### config.mk
export PLATFORM = sky130hd
export DESIGN_NAME = axis_pkt_framer
export DESIGN_NICKNAME = d
export VERILOG_FILES = /design/src/rtl/axis_pkt_framer.sv
export SDC_FILE = /design/constraint.sdc
export NUM_CORES = 1
export LEC_CHECK = 0
export ABC_AREA = 1
export CORE_MARGIN = 2
export CORE_UTILIZATION = 24
export DETAILED_ROUTE_END_ITERATION = 8
export DONT_BUFFER_PORTS = 1
export GPL_TIMING_DRIVEN = 0
export HOLD_SLACK_MARGIN = 0.05
export PLACE_DENSITY_LB_ADDON = 0.2
export SYNTH_ARGS = -nofsm -noshare
export SYNTH_HDL_FRONTEND = slang
export SYNTH_SLANG_ARGS = --single-unit
### constraint.sdc
create_clock -name clk -period 1.4 [get_ports clk]
set_clock_uncertainty 0.05 [all_clocks]
set_input_delay 0.07 -clock clk [delete_from_list [all_inputs] [get_ports clk]]
set_output_delay 0.07 -clock clk [all_outputs]
set_load 0.02 [all_outputs]
### src/rtl/axis_pkt_framer.sv
`default_nettype none
// ============================================================================
// Module      : axis_pkt_framer
// Description : Frames an unframed AXI-Stream beat stream (no tlast) into
//               packets of PKT_LEN beats. A short packet is closed early when
//               the input stays idle for TIMEOUT cycles (0 disables this).
//               A one-beat hold register sits in front of a registered output
//               stage. The hold lets the framer decide, when it hands a beat
//               on, whether that beat ends the packet.
// Ports       : clk, rst          - clock, synchronous active-high reset
//               s_tdata/s_tvalid  - unframed input beat
//               s_tready          - input ready (combinational)
//               m_tdata/m_tvalid/m_tlast - framed output (registered)
//               m_tready          - downstream ready
//               timeout_flush     - 1-cycle pulse when a packet is closed by
//                                   timeout (registered)
// Revision    : 1.0 - initial release
// ============================================================================
module axis_pkt_framer #(
    parameter int DW      = 8,
    parameter int PKT_LEN = 4096,
    parameter int TIMEOUT = 256
) (
    input  logic          clk,
    input  logic          rst,
    input  logic [DW-1:0] s_tdata,
    input  logic          s_tvalid,
    output logic          s_tready,
    output logic [DW-1:0] m_tdata,
    output logic          m_tvalid,
    output logic          m_tlast,
    input  logic          m_tready,
    output logic          timeout_flush
);

    localparam int            c_BW        = (PKT_LEN > 1) ? $clog2(PKT_LEN) : 1;
    localparam int            c_IW        = (TIMEOUT > 1) ? $clog2(TIMEOUT) : 1;
    localparam logic [c_BW-1:0] c_LAST_BEAT = c_BW'(PKT_LEN - 1);
    localparam logic [c_IW-1:0] c_IDLE_MAX  = c_IW'(TIMEOUT - 1);
    localparam logic          c_TO_EN     = (TIMEOUT != 0);

    // Hold register
    logic [DW-1:0]   r_hd;
    logic            r_hv;
    logic            r_hl;
    // Counters
    logic [c_BW-1:0] r_beat_cnt;
    logic [c_IW-1:0] r_idle_cnt;
    // Output stage
    logic [DW-1:0]   r_m_tdata;
    logic            r_m_tvalid;
    logic            r_m_tlast;
    logic            r_flush_pulse;

    logic w_out_free;
    logic w_s_ready;
    logic w_s_fire;
    logic w_at_last;
    logic w_idle_cond;
    logic w_flush;
    logic w_xfer;
    logic w_idle_inc;

    assign w_out_free  = ~r_m_tvalid | m_tready;
    assign w_s_ready   = ~rst & (~r_hv | w_out_free);
    assign w_s_fire    = s_tvalid & w_s_ready;
    assign w_at_last   = (r_beat_cnt == c_LAST_BEAT);

    // The held beat is a non-last beat with nothing behind it yet.
    assign w_idle_cond = r_hv & ~r_hl & ~s_tvalid;

    // A beat arriving in the same cycle wins over the timeout: it proves
    // the packet is still alive, so the held beat leaves as a normal beat.
    assign w_flush     = c_TO_EN & w_idle_cond & (r_idle_cnt == c_IDLE_MAX) & w_out_free;

    // The held beat moves on once its tlast value is known: it was the
    // position-last beat, a successor has arrived, or the timeout fired.
    assign w_xfer      = r_hv & w_out_free & (r_hl | w_s_fire | w_flush);

    assign w_idle_inc  = c_TO_EN & w_idle_cond & (r_idle_cnt != c_IDLE_MAX);

    always_ff @(posedge clk) begin
        if (rst) begin
            r_hd          <= '0;
            r_hv          <= 1'b0;
            r_hl          <= 1'b0;
            r_beat_cnt    <= '0;
            r_idle_cnt    <= '0;
            r_m_tdata     <= '0;
            r_m_tvalid    <= 1'b0;
            r_m_tlast     <= 1'b0;
            r_flush_pulse <= 1'b0;
        end else begin
            r_flush_pulse <= w_flush;

            // Output stage
            if (w_xfer) begin
                r_m_tdata  <= r_hd;
                r_m_tvalid <= 1'b1;
                r_m_tlast  <= r_hl | w_flush;
            end else if (m_tready) begin
                r_m_tvalid <= 1'b0;
            end

            // Hold register: a new beat may refill it in the same cycle the
            // old one leaves.
            if (w_s_fire) begin
                r_hd <= s_tdata;
                r_hv <= 1'b1;
                r_hl <= w_at_last;
            end else if (w_xfer) begin
                r_hv <= 1'b0;
                r_hl <= 1'b0;
            end

            // Beat position inside the current packet. A flush never
            // coincides with an accepted beat (it needs s_tvalid low).
            if (w_s_fire) begin
                r_beat_cnt <= w_at_last ? '0 : r_beat_cnt + c_BW'(1);
            end else if (w_flush) begin
                r_beat_cnt <= '0;
            end

            // Idle counter saturates, so a flush blocked by backpressure
            // stays armed until the output frees up.
            if (w_s_fire | w_xfer) begin
                r_idle_cnt <= '0;
            end else if (w_idle_inc) begin
                r_idle_cnt <= r_idle_cnt + c_IW'(1);
            end
        end
    end

    assign s_tready      = w_s_ready;
    assign m_tdata       = r_m_tdata;
    assign m_tvalid      = r_m_tvalid;
    assign m_tlast       = r_m_tlast;
    assign timeout_flush = r_flush_pulse;

endmodule
`default_nettype wire

## Word level (Yosys, flattened, before mapping)

Cells that the tools add are included.
W data, S select, Z words.

| word-level totals | value |
|---|---|
| register bits after elaboration | 41 |
| bits of input ports | 12 |
| output and inout port bits | 12 |
| logic and storage cells | 46 |

| cells by class | value |
|---|---|
| $add $sub $neg | 2 |
| eq/ne operators | 3 |
| multiplexer cells | 8 |
| bitwise operators | 20 |
| reductions and logical operators | 4 |

Operator list:

| kind | number |
|---|---|
| $mux W12 | 3 |
| $add A12 B1 Y12 const B | 1 |
| $eq A12 B12 Y1 const B | 1 |
| $and A1 B1 Y1 | 9 |
| $add A8 B1 Y8 const B | 1 |
| $eq A8 B8 Y1 const B | 1 |
| $ne A8 B8 Y1 const B | 1 |
| $or A1 B1 Y1 | 6 |
| $reduce_bool A2 Y1 | 3 |
| $mux W1 | 5 |
| $not A1 Y1 | 5 |
| $reduce_or A2 Y1 | 1 |

## Logic depth before layout (Yosys ltp)

| depth | value |
|---|---|
| word-level depth | 10 |
| depth in mapped cells | 10 |
| depth with buffers taken out | 10 |

## Worst setup path after synthesis

No wires, ideal clock.

| path | value |
|---|---|
| path type | flip-flop to flip-flop |
| start | reg r_idle_cnt[0] |
| end | reg r_beat_cnt[5] |
| library setup time | 140 ps |
| data arrival time | 1289 ps |
| required time | 1210 ps |
| slack | -79 ps |
| stages on the path, launching flop included | 9 |
| buffers on the path | 1 |
| clock period less this slack | 1479 ps |
| cells stage by stage | dfxtp_1 -> ha_1 -> nand3_1 -> nor2_2 -> nand3_2 -> and2_4 -> buf_4 -> nand2_1 -> a21oi_1 |

| between the ends | value |
|---|---|
| word-level cells in the longest chain between the ends | 4 |

RTL lines:

| item | RTL line | RTL |
|---|---|---|
| start, declared | 48 | `logic [c_IW-1:0] r_idle_cnt;` |
| start signal, assigned | 129 | `r_idle_cnt <= r_idle_cnt + c_IW'(1);` |
| $eq A8 B8 Y1 | 74 | `assign w_flush = c_TO_EN & w_idle_cond & (r_idle_cnt == c_IDLE_MAX) & w_out_free;` |
| $and A1 B1 Y1 (2 in a row) | 74 |  |
| $reduce_bool A2 Y1 (no source line) | n/a |  |
| end signal, assigned | 119 | `r_beat_cnt <= w_at_last ? '0 : r_beat_cnt + c_BW'(1);` |
| end, declared | 47 | `logic [c_BW-1:0] r_beat_cnt;` |

Every way passes these cells.
A chain may end at the register's enable or synchronous reset.

## Worst setup path in the final report

| path | value |
|---|---|
| start | reg r_beat_cnt[0] |
| end | reg r_beat_cnt[8] |

| between the ends | value |
|---|---|
| word-level cells in the longest chain between the ends | 3 |
| elaborated cells between the ends (all ways) | 4 |
| those cells by class | add/sub (1); eq/ne (1); mux (2) |

RTL lines:

| item | RTL line | RTL |
|---|---|---|
| $add A12 B1 Y12 or $eq A12 B12 Y1 (tied branches) | 119, 67 |  |
| $mux W12 * | 119 |  |
| $mux W12 * | 118 | `if (w_s_fire) begin` |

Mark *: on every way between the ends. The rest lies on a longest branch, timed or not.

==> results.ini <==
[timing]
post-route-min-period_ns = 1.42
final_max_slew_viol_count = 0
hold_viol_final = 0
relSlewSlack_pct = 48.7
finalSetupViolCount = 4
rsz0062_at_grt = yes
max_slew.worst_pin.slew_ns = 0.770
timing.final.crit_share_pct = 101
layout_setup_ws_ns = -0.0152
fmax_ghz = 0.707

[cells_and_area]
drive_gt1_share_pct = 36.5
final_cell_mix = nand2_1 (56), dfxtp_1 (29), nand3_1 (23)
final_common_cell = nand2_1
diodes = 0
fin_nets = 317
fin_util_pct = 33.6
syn2layout_area_growth_pct = 37.6

[routing]
remaining_drc_errors = 0
num_vias = 1805
wl_per_cell_um = 12.0
antenna_left = 0
via_per_inst = 4.41
dr.first_iter.drc_count = 61
routed_wl_mm = 4.91
dr.pass1.iters = 4

[floorplan]
core_um2 = 8130
dieArea_um2 = 9030
row_count = 33
start_util_pct = 24.4
die_y_um = 95.0
die_x_um = 95.0
pin_count = 24

[global_route]
grt_max_degree = 15
grt_pass1_vias = 1745
grt_usage_pct = 11.9
grt_pass1_wl_mm = 8.36
gr-total-overflow = 0
antenna_found_initial = 0

[synthesis]
synthTopCellsByArea = dfxtp_1 (41%), nand2_1 (12%), nand3_1 (7.3%), nor2_1 (4.9%), a21oi_1 (4.0%)
synth_flop_cell = dfxtp_1
ys_ff_latch = 41
synth_edf_count = 0
synth_compound_area_share_pct = 10.9
synth_top_area_share_pct = 41.3
ys_types = 31
yosysSeqAreaShare_pct = 41.3
synth_xor_area_share_pct = 3.08
yosysTopAreaCell = dfxtp_1
synth_top_family_by_area = simple AND/OR/NAND/NOR gates
syn_area_um2 = 1990
synth_fa_ha_area_share_pct = 1.26
syn_nets = 282
async_flop_share_pct = 0
synth_mux_area_share_pct = 0
synthSimpleGateAreaFrac_pct = 36.1
yosysWarnings = 0
synth_area_per_cell_um2 = 7.42
synth_cells = 268

[clock_network]
clockBufferDepth = 2
numClockSinks = 41
cts_buffers = 5
clock_latency_ns = 0.30
cts.clk_slew.worst_paths_ns = 0.09
h-tree-depth = 2
cts_tree = built
clockRootBuffer = clkbuf_8

[placement]
io_buffers = 0
gp_congestion = 0.760
dp_hpwl_mm = 3.26

[pwr]
p_comb_share_pct = 11.4
internal_power_mw = 1.86
p_sw_share_pct = 26.0
switchingPower_uw = 652
seqPwrFrac_pct = 49.3
ir_worst_vdd_mv = 0.420
p_clk_share_pct = 39.3
leakage_nw = 1.01
design_power_total_mw = 2.51
power_density_nw_per_um2 = 916

[critical_path]
critPathLaunchType = flop
worstPathRequired_ns = 1.58
crit_fanout = 3
path_class = reg -> reg
r2r_cells = 8
endpoint_kind = flop
arrival_ns = 1.59

[outcome]
violations = negative setup slack
run_status = finished with violations

[run]
max-cap-violations = 0

[min_path]
hp-class = in -> reg
hold_path_depth = 5

-- kinds of logic after synthesis --
logic type / after synthesis
AOI/OAI and AO/OA: 35
xor gates and xnor gates: 7
adders and majority gates: 2
buffers and inverters: 34
DFF: 41
and+or+nand+nor: 149
-- routing by layer --
metal  track usage, %  part of all wire, %
met1             15.3                   44
met2             19.4                   51
met3             2.77                  3.2
met4             4.71                  1.8
met5                0                    0
-- power by group through the flow --
stage               Clock [mW]  Sequential [mW]  Combinational, mW
detailed placement           0             1.27              0.199
finish                   0.985             1.24              0.285
global placement             0             1.27              0.200
CTS                       1.03             1.24              0.262
floorplan                    0             1.26              0.153
global route              1.07             1.24              0.318
-- registers in the layout (all words and copies together), names as in the netlist --
register	cells
m_tdata	8
m_tlast	1
m_tvalid	1
r_beat_cnt	12
r_hd	8
r_hl	1
r_hv	1
r_idle_cnt	8
timeout_flush	1
-- synthesized netlist by cell type, types with 2 or more instances --
master	count
a21oi_1	16
a21oi_2	8
buf_1	2
buf_2	3
dfxtp_1	41
ha_1	2
inv_1	19
inv_2	6
nand2_1	64
nand2_2	10
nand2_4	2
nand3_1	29
nand3_2	3
nand4_1	5
nor2_1	26
nor2_2	5
o21ai_0	6
o21ai_1	2
o21bai_1	2
xnor2_1	2
xor2_1	5
-- repair_timing --
action / in CTS / in global routing
hold buffers: 10 / 0
buffers inserted: 12 / 6
pin swaps: 7 / 13
hold endpoints to repair: 15 / 0
resized for setup: 20 / 48
endpoints found under the setup margin: 32 / 31
-- worst max-delay path: stages, from the launching register on --
cell	delay, ns
dfxtp_4	0.37
ha_4	0.15
nand3_4	0.09
nor2_4	0.15
buf_6	0.13
inv_4	0.03
o21bai_1	0.15
nand3_1	0.10
a21oi_1	0.13
-- worst paths after layout --
| check | endpoint | slack (ns) | start |
|---|---|---|---|
| worst min register to register | r_hd[0] | 0.42 | r_hd[0] |
| worst min-delay path | r_idle_cnt[0] | 0.04 | s_tvalid |
| worst max-delay path | r_beat_cnt[8] | -0.02 | r_beat_cnt[0] |
| worst max register to register | r_beat_cnt[8] | -0.02 | r_beat_cnt[0] |
-- per-stage QoR --
step	setup slack (ns)	instances	area (µm²)	hold WS [ns]	TNS (ns)
2_1_floorplan	0.00903	268	2000	0.130	0
3_3_place_gp	-0.287	373	2130	0.133	-4.79
3_5_place_dp	-0.273	373	2130	0.135	-4.51
4_1_cts	-0.0551	403	2520	0.0519	-0.594
5_1_grt	-0.113	409	2740	0.0889	-1.48
6_report	-0.0152	409	2740	0.0445	-0.0358
-- layout make-up --
class / count / area [µm²]
buffer: 8 / 71.3
clock buffer: 5 / 68.8
clock inverter: 3 / 46.3
fill: 883 / 5400
inverter: 26 / 100
multi-input combinational: 193 / 1220
sequential: 41 / 846
tap: 105 / 131
timing repair buffer: 28 / 255
(Power assumes the default switching activity.)
